[src/rtl/aliens_pkg.sv]
// Formation geometry and hit-state type shared by the alien blocks.
// The movement block imports these too, so its travel limits agree with
// the cell grid decoded by the matrix tracker.
package aliens_pkg;

    // Formation grid
    localparam int COLS         = 7;
    localparam int ROWS         = 4;
    localparam int CELL_W       = 64;
    localparam int CELL_H       = 32;
    localparam int ALIEN_W      = 48;
    localparam int ALIEN_H      = 24;
    localparam int BOTTOM_LIMIT = 400;

    // Derived formation extents
    localparam int FORM_W     = COLS * CELL_W;
    localparam int FORM_H     = ROWS * CELL_H;
    localparam int NUM_ALIENS = COLS * ROWS;

    // Field widths
    localparam int COORD_W = 11;
    localparam int DELTA_W = COORD_W + 1;
    localparam int CX_W    = $clog2(CELL_W);
    localparam int CY_W    = $clog2(CELL_H);
    localparam int COL_W   = $clog2(COLS);
    localparam int ROW_W   = $clog2(ROWS);
    localparam int IDX_W   = $clog2(NUM_ALIENS);
    localparam int CNT_W   = $clog2(NUM_ALIENS + 1);

    // One missile kill per frame: armed until a kill, spent until next frame
    typedef enum logic {
        S_ARMED,
        S_SPENT
    } hit_state_t;

    // Row-major flat index of an alien in the alive matrix
    function automatic logic [IDX_W-1:0] cell_index(
        input logic [ROW_W-1:0] row,
        input logic [COL_W-1:0] col
    );
        return IDX_W'(row) * IDX_W'(COLS) + IDX_W'(col);
    endfunction

endpackage

[src/rtl/aliens_matrix_tracker_if.sv]
// Video-side bus of the alien matrix tracker: scan position and formation
// corner in, registered drawing request and bitmap offsets out.
interface aliens_matrix_tracker_if;
    import aliens_pkg::*;

    logic        [COORD_W-1:0] pixelX;
    logic        [COORD_W-1:0] pixelY;
    logic signed [COORD_W-1:0] topLeftX;
    logic signed [COORD_W-1:0] topLeftY;
    logic                      drawingRequest;
    logic        [CX_W-1:0]    offsetX;
    logic        [CY_W-1:0]    offsetY;

    // Scan generator / movement side
    modport master (
        output pixelX, pixelY, topLeftX, topLeftY,
        input  drawingRequest, offsetX, offsetY
    );

    // Tracker side
    modport slave (
        input  pixelX, pixelY, topLeftX, topLeftY,
        output drawingRequest, offsetX, offsetY
    );

endinterface

[src/rtl/aliens_cell_locator.sv]
// Combinational pixel-to-cell decode: position of the scan pixel relative
// to the formation corner, split into grid cell and offset inside the cell.
module aliens_cell_locator
    import aliens_pkg::*;
(
    input  logic        [COORD_W-1:0] pixelX,
    input  logic        [COORD_W-1:0] pixelY,
    input  logic signed [COORD_W-1:0] topLeftX,
    input  logic signed [COORD_W-1:0] topLeftY,
    output logic                      inFormation,
    output logic        [ROW_W-1:0]   row,
    output logic        [COL_W-1:0]   col,
    output logic        [CX_W-1:0]    cx,
    output logic        [CY_W-1:0]    cy
);

    localparam logic signed [DELTA_W-1:0] FORM_W_S = DELTA_W'(FORM_W);
    localparam logic signed [DELTA_W-1:0] FORM_H_S = DELTA_W'(FORM_H);

    logic signed [DELTA_W-1:0] dx_p0;
    logic signed [DELTA_W-1:0] dy_p0;
    logic                      inX_p0;
    logic                      inY_p0;

    // Pixel is unsigned, corner is signed: widen both by one bit first
    assign dx_p0 = $signed({1'b0, pixelX}) - $signed({topLeftX[COORD_W-1], topLeftX});
    assign dy_p0 = $signed({1'b0, pixelY}) - $signed({topLeftY[COORD_W-1], topLeftY});

    assign inX_p0 = !dx_p0[DELTA_W-1] && (dx_p0 < FORM_W_S);
    assign inY_p0 = !dy_p0[DELTA_W-1] && (dy_p0 < FORM_H_S);

    assign inFormation = inX_p0 && inY_p0;

    // Cell sizes are powers of two, so cell and offset are plain bit fields
    assign col = dx_p0[CX_W +: COL_W];
    assign row = dy_p0[CY_W +: ROW_W];
    assign cx  = dx_p0[CX_W-1:0];
    assign cy  = dy_p0[CY_W-1:0];

endmodule

[src/rtl/aliens_matrix_tracker.sv]
// Alien formation tracker: decides per pixel whether a living alien is
// drawn, keeps the alive matrix and kill counter, accepts at most one
// missile kill per frame, and reports wave-cleared / invasion status.
module aliens_matrix_tracker
    import aliens_pkg::*;
(
    input  logic                          clk,
    input  logic                          resetN,
    input  logic                          startOfFrame,
    input  logic                          isGameMode,
    input  logic                          newWave,
    input  logic                          missileHit,
    aliens_matrix_tracker_if.slave        bus,
    output logic                          alienKilled,
    output logic [CNT_W-1:0]              aliveCount,
    output logic                          allDead,
    output logic                          reachedBottom
);

    localparam int                      BOT_W      = DELTA_W + 1;
    localparam logic [NUM_ALIENS-1:0]   ALL_ALIVE  = '1;
    localparam logic [CNT_W-1:0]        FULL_COUNT = CNT_W'(NUM_ALIENS);
    localparam logic [CX_W-1:0]         ALIEN_W_C  = CX_W'(ALIEN_W);
    localparam logic [CY_W-1:0]         ALIEN_H_C  = CY_W'(ALIEN_H);
    localparam logic signed [BOT_W-1:0] BOTTOM_Y   = BOT_W'(BOTTOM_LIMIT);

    // ---------------- stage 0: combinational geometry ----------------
    logic                   inFormation_p0;
    logic [ROW_W-1:0]       row_p0;
    logic [COL_W-1:0]       col_p0;
    logic [CX_W-1:0]        cx_p0;
    logic [CY_W-1:0]        cy_p0;
    logic [IDX_W-1:0]       idx_p0;
    logic                   vld_p0;

    // ---------------- stage 1: registered pixel decision ----------------
    logic                   vld_p1;
    logic [CX_W-1:0]        offX_p1;
    logic [CY_W-1:0]        offY_p1;
    logic [IDX_W-1:0]       idx_p1;

    // Game state
    logic [NUM_ALIENS-1:0]  alive;
    hit_state_t             state_q;
    hit_state_t             state_d;
    logic                   killAccept;

    // Invasion test
    logic [ROW_W-1:0]       lowRow;
    logic                   anyAlive;
    logic signed [BOT_W-1:0] bottomY;

    aliens_cell_locator u_locator (
        .pixelX      (bus.pixelX),
        .pixelY      (bus.pixelY),
        .topLeftX    (bus.topLeftX),
        .topLeftY    (bus.topLeftY),
        .inFormation (inFormation_p0),
        .row         (row_p0),
        .col         (col_p0),
        .cx          (cx_p0),
        .cy          (cy_p0)
    );

    assign idx_p0 = cell_index(row_p0, col_p0);

    // Row/col are only in range inside the formation, so gate the lookup
    assign vld_p0 = inFormation_p0
                 && (cx_p0 < ALIEN_W_C)
                 && (cy_p0 < ALIEN_H_C)
                 && alive[idx_p0];

    // ---------------- stage 0 -> stage 1 ----------------
    // Register the pixel decision with the offsets and cell it refers to
    always_ff @(posedge clk or negedge resetN) begin
        if (!resetN) begin
            vld_p1  <= 1'b0;
            offX_p1 <= '0;
            offY_p1 <= '0;
            idx_p1  <= '0;
        end else begin
            vld_p1  <= vld_p0;
            offX_p1 <= cx_p0;
            offY_p1 <= cy_p0;
            idx_p1  <= idx_p0;
        end
    end

    assign bus.drawingRequest = vld_p1;
    assign bus.offsetX        = offX_p1;
    assign bus.offsetY        = offY_p1;

    // A hit counts only on a drawn, still-living alien while armed; the
    // alive check covers a second hit on the same alien right after a kill
    // that landed together with startOfFrame. newWave cancels any kill.
    assign killAccept = (state_q == S_ARMED)
                     && missileHit
                     && vld_p1
                     && isGameMode
                     && alive[idx_p1]
                     && !newWave;

    // Hit FSM state register
    always_ff @(posedge clk or negedge resetN) begin
        if (!resetN) begin
            state_q <= S_ARMED;
        end else begin
            state_q <= state_d;
        end
    end

    // Hit FSM next state: newWave re-arms, a kill spends the frame
    always_comb begin
        state_d = state_q;
        if (newWave) begin
            state_d = S_ARMED;
        end else begin
            case (state_q)
                S_ARMED: begin
                    if (killAccept && !startOfFrame) begin
                        state_d = S_SPENT;
                    end
                end
                S_SPENT: begin
                    if (startOfFrame) begin
                        state_d = S_ARMED;
                    end
                end
                default: state_d = S_ARMED;
            endcase
        end
    end

    // Alive matrix and living-alien counter
    always_ff @(posedge clk or negedge resetN) begin
        if (!resetN) begin
            alive      <= ALL_ALIVE;
            aliveCount <= FULL_COUNT;
        end else if (newWave) begin
            alive      <= ALL_ALIVE;
            aliveCount <= FULL_COUNT;
        end else if (killAccept) begin
            alive[idx_p1] <= 1'b0;
            aliveCount    <= aliveCount - 1'b1;
        end
    end

    // One-cycle kill pulse to the game controller
    always_ff @(posedge clk or negedge resetN) begin
        if (!resetN) begin
            alienKilled <= 1'b0;
        end else begin
            alienKilled <= killAccept;
        end
    end

    assign allDead = (aliveCount == '0);

    // Lowest row that still has a living alien sets the formation bottom
    always_comb begin
        lowRow   = '0;
        anyAlive = 1'b0;
        for (int r = 0; r < ROWS; r++) begin
            if (|alive[r*COLS +: COLS]) begin
                lowRow   = ROW_W'(r);
                anyAlive = 1'b1;
            end
        end
    end

    assign bottomY = $signed({{(BOT_W-COORD_W){bus.topLeftY[COORD_W-1]}}, bus.topLeftY})
                   + $signed(BOT_W'(int'(lowRow) * CELL_H + ALIEN_H));

    assign reachedBottom = anyAlive && (bottomY >= BOTTOM_Y);

endmodule

[src/flat_wrapper.sv]
// flat-port wrapper written by rule: the top's interface ports become plain ports
module aliens_matrix_tracker_flat import aliens_pkg::*;
  (clk, resetN, startOfFrame, isGameMode, newWave, missileHit, alienKilled, aliveCount, allDead, reachedBottom, bus_pixelX, bus_pixelY, bus_topLeftX, bus_topLeftY, bus_drawingRequest, bus_offsetX, bus_offsetY);
  aliens_matrix_tracker_if bus_i ();
  input  logic clk;
  input  logic resetN;
  input  logic startOfFrame;
  input  logic isGameMode;
  input  logic newWave;
  input  logic missileHit;
  output logic alienKilled;
  output logic [CNT_W-1:0] aliveCount;
  output logic allDead;
  output logic reachedBottom;
  input wire logic [$bits(bus_i.pixelX)-1:0] bus_pixelX;
  input wire logic [$bits(bus_i.pixelY)-1:0] bus_pixelY;
  input wire logic [$bits(bus_i.topLeftX)-1:0] bus_topLeftX;
  input wire logic [$bits(bus_i.topLeftY)-1:0] bus_topLeftY;
  output wire logic [$bits(bus_i.drawingRequest)-1:0] bus_drawingRequest;
  output wire logic [$bits(bus_i.offsetX)-1:0] bus_offsetX;
  output wire logic [$bits(bus_i.offsetY)-1:0] bus_offsetY;
  assign bus_i.pixelX = bus_pixelX;
  assign bus_i.pixelY = bus_pixelY;
  assign bus_i.topLeftX = bus_topLeftX;
  assign bus_i.topLeftY = bus_topLeftY;
  assign bus_drawingRequest = bus_i.drawingRequest;
  assign bus_offsetX = bus_i.offsetX;
  assign bus_offsetY = bus_i.offsetY;
  aliens_matrix_tracker u_core (.clk(clk), .resetN(resetN), .startOfFrame(startOfFrame), .isGameMode(isGameMode), .newWave(newWave), .missileHit(missileHit), .bus(bus_i), .alienKilled(alienKilled), .aliveCount(aliveCount), .allDead(allDead), .reachedBottom(reachedBottom));
endmodule
[config.mk]
export PLATFORM = sky130hd
export DESIGN_NAME = aliens_matrix_tracker_flat
export DESIGN_NICKNAME = d
export VERILOG_FILES = /design/src/rtl/aliens_pkg.sv /design/src/rtl/aliens_matrix_tracker_if.sv /design/src/rtl/aliens_cell_locator.sv /design/src/rtl/aliens_matrix_tracker.sv /design/src/flat_wrapper.sv
export SDC_FILE = /design/constraint.sdc
export NUM_CORES = 1
export LEC_CHECK = 0
export ABC_AREA = 1
export CORE_MARGIN = 3
export CORE_UTILIZATION = 37
export CTS_CLUSTER_SIZE = 25
export DETAILED_ROUTE_END_ITERATION = 7
export PLACE_DENSITY = 0.61
export REMOVE_ABC_BUFFERS = 1
export SYNTH_ARGS = -nofsm -noshare
export SYNTH_HDL_FRONTEND = slang
export SYNTH_SLANG_ARGS = --single-unit
[constraint.sdc]
create_clock -name clk -period 7.8 [get_ports clk]
set_input_delay 2.34 -clock clk [delete_from_list [all_inputs] [get_ports clk]]
set_output_delay 2.34 -clock clk [all_outputs]
set_load 0.01 [all_outputs]
==> results.sh, run 1 <==
export IMPL_crit_path_max_fanout=4
export IMPL_drive_above_1_share_pct=7.14
export IMPL_ys_seq_area_share_pct=28.7
export IMPL_grt_overflow_total=0
export IMPL_maxCapViolCount=0
export IMPL_hp_class="reg -> reg"
export IMPL_hold_violations=0
export IMPL_io_buffers=69
export IMPL_slew_headroom_pct=54.5
export IMPL_clk_pin_slew_ps=70
export IMPL_synth_edf_count=0
export IMPL_synth_xor_area_share_pct=1.87
export IMPL_hold_buffers=0
export IMPL_critPathCaptureType="output port"
export IMPL_ctsResizeCount=0
export IMPL_path_class="in -> out"
export IMPL_synth_cell_types=30
export IMPL_grt_antenna_before_repair=0
export IMPL_synth_ff_type="dfstp_2"
export IMPL_grt_setup_unrepaired="false"
export IMPL_synthArstFlopShare_pct=100
export IMPL_finalSetupViolations=0
export IMPL_required_ps=5460
export IMPL_num_rows=40
export IMPL_drt_iter0_markers=254
export IMPL_detail_route_antenna_nets=0
export IMPL_synth_avg_cell_area_um2=6.57
export IMPL_finClkSkew_ps=5.59
export IMPL_fin_crit_sh_pct=89.3
export IMPL_fillerInstances=1281
export IMPL_synthAdderAreaFrac_pct=10.4
export IMPL_finalWorstPathRequiredPeriod_ps=6960
export IMPL_cts_tree="done"
export IMPL_routedWlPerCell_um=13.3
export IMPL_dp_hpwl_mm=9.65
export IMPL_wirelength_mm=12.5
export IMPL_gp_congestion=0.909
export IMPL_worst_pin_slew_ps=682
export IMPL_die_w_um=118
export IMPL_syn_to_final_growth_pct=19.5
export IMPL_fin_util_pct=45.9
export IMPL_worst_setup_path_start_kind="input pin"
export IMPL_fmax_mhz=144
export IMPL_clk_path_buf_depth=2
export IMPL_syn_inst=712
export IMPL_dieArea_um2=14000
export IMPL_cts_inserted_buffers=5
export IMPL_slew_violations=0
export IMPL_postCtsSetupRepairBufs=0
export IMPL_htreeDepth=2
export IMPL_final_cell_mix="nand2_1, inv_1, nand3_1, clkdlybuf4s50_1, o21ai_0"
export IMPL_ys_warn_count=0
export IMPL_synth_mux_area_share_pct=0
export IMPL_ios=70
export IMPL_whs_ps=498
export IMPL_dr_total_vias=4712
export IMPL_synth_seq_cells=52
export IMPL_crit_arrival_ps=4620
export IMPL_grt_max_degree=67
export IMPL_power_density_nw_per_um2=226
export IMPL_root_buffer="clkbuf_16"
export IMPL_nets=855
export IMPL_setup_tns_ps=0
export IMPL_antenna_cells=0
export IMPL_track_usage_pct=18.4
export IMPL_firstDrtPassIters=5
export IMPL_drc_errors=0
export IMPL_ir_drop_mv=0.0936
export IMPL_synth_simple_gate_area_share_pct=35.2
export IMPL_grt_pass1_wl_mm=21.8
export IMPL_start_util_pct=38.4
export IMPL_die_y_um=118
export IMPL_synth_top_family_by_area="simple AND/OR/NAND/NOR gates"
export IMPL_clkLatencyLatePin_ps=300
export IMPL_status="finished clean"
export IMPL_p_leak_nw=2.90
export IMPL_synth_compound_area_share_pct=11.1
export IMPL_netlist_area_um2=4670
export IMPL_core_area_um2=12200
export IMPL_via_per_inst=5.02
export IMPL_grt_pass1_vias=4744
export IMPL_clock_sinks=52
export IMPL_layout_cells_most_common="nand2_1"
==> through the flow <==
step	std cells	power (mW)	setup WS [ps]	area (um^2)
2_1_floorplan	691	0.820	2010	4530
3_3_place_gp	930	1.02	1000	5440
3_5_place_dp	930	1.03	877	5440
4_1_cts	938	1.27	853	5590
5_1_grt	938	1.38	626	5590
6_report	938	1.26	835	5590
==> sequential cells by signal (all words and copies together), names as in the netlist <==
name / cells
u_core.alienKilled: 1
u_core.alive: 28
u_core.aliveCount: 5
u_core.bus.drawingRequest: 1
u_core.bus.offsetX: 6
u_core.bus.offsetY: 5
u_core.idx_p1: 5
u_core.state_q: 1
==> final cells by class <==
cell class	instances	area, um^2	share of cell area (%)
tap	168	210	3.76
sequential	52	1340	24.0
clock inverter	3	22.5	0.403
timing repair buffer	71	701	12.5
inverter	118	448	8.02
clock buffer	5	125	2.24
multi-input combinational	521	2740	49.0
==> cells in the mapped netlist (all sizes together) (3+ instances only) <==
| library cell | number | area, um^2 |
|---|---|---|
| nor3 | 11 | 60.1 |
| nand3 | 92 | 460 |
| inv | 118 | 448 |
| o21bai | 6 | 45.0 |
| dfstp | 31 | 815 |
| or2 | 4 | 25.0 |
| fa | 5 | 100 |
| a21o | 3 | 22.5 |
| ha | 31 | 388 |
| buf | 12 | 113 |
| o22ai | 8 | 50.1 |
| xnor2 | 4 | 35.0 |
| clkbuf | 9 | 33.8 |
| nor2 | 36 | 135 |
| nand2 | 217 | 850 |
| o21ai | 54 | 270 |
| xor2 | 6 | 52.6 |
| nand4 | 12 | 75.1 |
| a21oi | 24 | 120 |
| nor4 | 4 | 25.0 |
| dfrtp | 21 | 526 |
==> cells by family after synthesis <==
kind of cell,after synthesis
flops,52
simple gates,378
buf+inv,139
xor+xnor,10
compound gates,97
fa+ha+maj,36
==> report_power, final <==
part / internal, mW / leakage (nW) / switching [mW]
sequential: 0.331 / 0.583 / 0.0539
combinational: 0.239 / 2.24 / 0.408
clock: 0.120 / 0.0742 / 0.108
==> worst paths after layout <==
path / cells after the start / endpoint / slack [ps] / startpoint
max: 9 / reachedBottom / 840 / bus_topLeftY[6]
min: 2 / u_core.alive[16] / 500 / u_core.alive[16]
max reg2reg: 10 / u_core.alive[12] / 5290 / u_core.idx_p1[1]
min reg2reg: 2 / u_core.alive[16] / 500 / u_core.alive[16]
max in group asynchronous: 2 / u_core.idx_p1[2] / 5210 / resetN
min in group asynchronous: 2 / u_core.bus.offsetY[3] / 2160 / resetN
==> worst max-delay path, cell delays in order <==
cell	delay, ps
clkdlybuf4s50_1	450
ha_1	370
nand2_1	80
o21ai_0	240
nand2_1	150
nor3_1	170
o22ai_1	100
a31oi_1	170
clkdlybuf4s50_1	570
==> layer usage <==
metal	track usage [%]	up-vias	part of all wire, %
li1	-	2400	-
met1	23.6	2181	45
met4	5.21	0	1.8
met3	2.63	20	4.5
met5	0	-	0
met2	32.4	111	49
No activity file was read; power rests on OpenSTA's default activity.
==> run 2: changes to the inputs <==
MAX_ROUTING_LAYER = met4   (was default)
==> run 2 against run 1 <==
Effect of this change: area after synthesis unchanged; the run now fails in 5_2_route; global-route usage up 0.29 points; synthesized cell count unchanged.
==> results.sh, run 2 <==
export IMPL_syn_inst=712
export IMPL_clk_path_buf_depth=2
export IMPL_die_y_um=118
export IMPL_synth_ff_type="dfstp_2"
export IMPL_grt_max_degree=67
export IMPL_htreeDepth=2
export IMPL_dp_hpwl_mm=9.55
export IMPL_synthTopCellsByCount="nand2_1, inv_1, nand3_1"
export IMPL_grt_pass1_wl_mm=21.4
export IMPL_synth_top_area_share_pct=17.4
export IMPL_hold_buffers=0
export IMPL_grt_antenna_before_repair=0
export IMPL_yosys_area_top_type="dfstp_2"
export IMPL_ctsResizeCount=0
export IMPL_status="did not finish"
export IMPL_grt_pass1_vias=4582
export IMPL_num_rows=40
export IMPL_die_w_um=118
export IMPL_postCtsSetupRepairBufs=0
export IMPL_start_util_pct=38.4
export IMPL_ios=70
export IMPL_synth_area_leaders="dfstp_2, nand2_1, dfrtp_1"
export IMPL_grt_overflow_total=0
export IMPL_io_buffers=69
export IMPL_root_buffer="clkbuf_16"
export IMPL_ys_seq_area_share_pct=28.7
export IMPL_place_area_um2=5440
export IMPL_synth_edf_count=0
export IMPL_tool_error="[ERROR DRT-0255] Maze Route cannot find path of net clk in worker of routeBox ( 96600 0 ) ( 118400 48300 )."
export IMPL_yosysMostFrequentCell="nand2_1"
export IMPL_failing_step="5_2_route"
export IMPL_cts_inserted_buffers=5
export IMPL_gp_congestion=0.930
export IMPL_synth_seq_cells=52
export IMPL_synth_avg_cell_area_um2=6.57
export IMPL_netlist_area_um2=4670
export IMPL_synth_cell_types=30
export IMPL_synthArstFlopShare_pct=100
export IMPL_ys_warn_count=0
export IMPL_clock_sinks=52
export IMPL_track_usage_pct=18.7
==> run 2: cells by family after synthesis <==
logic type | synth area share, %
XOR/XNOR | 1.87
flip-flops | 28.7
AO/OA/AOI/OAI | 11.1
buffers and inverters | 12.7
AND/OR/NAND/NOR | 35.2
adder cells (fa/ha/maj) | 10.4
==> run 2: through the flow <==
stage                     utilization [%]  setup slack (ps)  hold slack [ps]  std cells
after CTS                            46.1               897              500        938
after detailed placement             44.7               919              491        930
after global routing                 46.1               695              523        938
after floorplan                         -              2010              472        691
after global placement               44.7               995              482        930
==> run 2: metal layers <==
layer	global-route usage [%]
met1	23.4
met2	31.9
met3	2.58
met4	5.07
met5	-
==> run 3: changes to the inputs <==
CORE_UTILIZATION = 22   (was 37)
CTS_CLUSTER_SIZE = default   (was 25)
MAX_ROUTING_LAYER = default   (was met4)
PLACE_DENSITY = default   (was 0.61)
PLACE_DENSITY_LB_ADDON = 0.15   (was default)
==> run 3 against run 2 <==
Effect of this change: the run now ends clean; global-route usage down 6.5 points.
==> results.sh, run 3 (synthesis results as in run 1) <==
export IMPL_antenna_cells=0
export IMPL_track_usage_pct=12.3
export IMPL_grt_pass1_vias=4536
export IMPL_die_y_um=152
export IMPL_critical_path_slowest_cell="clkdlybuf4s50_1"
export IMPL_dr_total_vias=4595
export IMPL_required_ps=5460
export IMPL_grtUsageMet3_pct=1.93
export IMPL_routedWlPerCell_um=13.3
export IMPL_crit_arrival_ps=4540
export IMPL_p_leak_nw=2.90
export IMPL_nets=855
export IMPL_largest_reg_flops=28
export IMPL_critPathCaptureType="output port"
export IMPL_grt_busiest_layer="met2"
export IMPL_final_seq_area_um2=1340
export IMPL_slew_violations=0
export IMPL_path_class="in -> out"
export IMPL_dp_cells=1032
export IMPL_layout_cells_most_common="nand2_1"
export IMPL_start_util_pct=22.7
export IMPL_maxCapViolCount=0
export IMPL_grt_antenna_before_repair=0
export IMPL_met1_usage_pct=16.7
export IMPL_grt_setup_unrepaired="false"
export IMPL_grt_overflow_total=0
export IMPL_firstDrtPassIters=4
export IMPL_clkLatencyLatePin_ps=300
export IMPL_grt_pass1_wl_mm=22.7
export IMPL_root_buffer="clkbuf_16"
export IMPL_clk_pin_slew_ps=70
export IMPL_htreeDepth=2
export IMPL_power_density_nw_per_um2=227
export IMPL_gp_congestion=0.821
export IMPL_cts_tree="done"
export IMPL_detail_route_antenna_nets=0
export IMPL_drc_errors=0
export IMPL_die_w_um=152
export IMPL_status="finished clean"
export IMPL_clock_sinks=52
export IMPL_met2_usage_pct=20.5
export IMPL_critical_path_max_stage_delay_ps=580
export IMPL_dieArea_um2=23000
export IMPL_worst_pin_slew_ps=759
export IMPL_hold_buffers=0
export IMPL_hold_path_depth=2
export IMPL_via_per_inst=4.42
export IMPL_fmax_mhz=145
export IMPL_wirelength_mm=13.8
export IMPL_hold_violations=0
export IMPL_drt_iter0_markers=252
export IMPL_core_area_um2=20600
export IMPL_ctsResizeCount=0
export IMPL_worst_setup_path_start_kind="input pin"
export IMPL_finalWorstPathRequiredPeriod_ps=6880
export IMPL_postCtsSetupRepairBufs=0
export IMPL_num_rows=52
export IMPL_final_cell_mix="nand2_1, inv_1, nand3_1, clkdlybuf4s50_1, o21ai_0"
export IMPL_r2r_cells=10
export IMPL_stdcell_count=1040
export IMPL_fin_ws_ps=925
export IMPL_ir_drop_mv=0.0937
export IMPL_dp_hpwl_mm=10.3
export IMPL_multi_input_area_um2=2740
export IMPL_post_place_ws_ps=913
export IMPL_grt_max_degree=67
export IMPL_syn_to_final_growth_pct=22.7
export IMPL_drive_above_1_share_pct=7.01
export IMPL_crit_chain="clkdlybuf4s50_1 > ha_1 > nand2_1 > o21ai_0 > nand2_1 > nor3_1 > o22ai_1 > a31oi_1 > clkdlybuf4s50_1"
export IMPL_ios=70
export IMPL_finClkSkew_ps=6.89
export IMPL_whs_ps=497
export IMPL_crit_path_max_fanout=4
export IMPL_finalSetupViolations=0
export IMPL_fin_crit_sh_pct=88.1
export IMPL_slew_headroom_pct=49.4
export IMPL_io_buffers=69
export IMPL_clk_path_buf_depth=2
export IMPL_setup_tns_ps=0
export IMPL_hp_class="reg -> reg"
export IMPL_cts_inserted_buffers=5
export IMPL_fillerInstances=2353
export IMPL_fin_util_pct=27.9
export IMPL_regMostFlops="u_core.alive"
-- run 3: power breakdown --
group | leakage [nW] | total (mW) | internal, mW | switching [mW]
clock network | 0.0815 | 0.267 | 0.153 | 0.113
logic | 2.24 | 0.651 | 0.239 | 0.412
registers | 0.583 | 0.385 | 0.331 | 0.0543
total | 2.90 | 1.30 | 0.723 | 0.580
-- run 3: per-layer routing --
metal,vias up,part of all wire [%]
li1,2398,-
met1,2119,49
met2,69,47
met3,9,3.0
met4,0,1.1
met5,-,0
-- run 3: worst paths after layout --
| path | from | slack (ps) | to |
|---|---|---|---|
| max | bus_topLeftY[6] | 920 | reachedBottom |
| min | u_core.alive[14] | 500 | u_core.alive[14] |
| max reg2reg | u_core.idx_p1[0] | 5270 | u_core.alive[17] |
| min reg2reg | u_core.alive[14] | 500 | u_core.alive[14] |
| max in group asynchronous | resetN | 5110 | u_core.bus.offsetY[2] |
| min in group asynchronous | resetN | 2200 | u_core.aliveCount[0] |
-- run 3: per-stage QoR --
step | total power, mW | instance area [um^2]
5_1_grt | 1.43 | 5730
3_5_place_dp | 1.04 | 5570
2_1_floorplan | 0.820 | 4530
3_3_place_gp | 1.05 | 5570
4_1_cts | 1.32 | 5730
6_report | 1.30 | 5730
-- run 3: worst max-delay path, delay by kind of cell --
family	cells	cell delay (ps)
adders and majority gates	1	350
AOI/OAI and AO/OA	3	490
and+or+nand+nor	3	340
buffers and inverters	2	1000
-- run 3: area by class of cell --
cell class / count / area share [%]
tap: 270 / 5.89
inverter: 118 / 7.81
timing repair buffer: 71 / 12.2
sequential: 52 / 23.4
clock inverter: 2 / 0.676
multi-input combinational: 521 / 47.8
clock buffer: 6 / 2.25
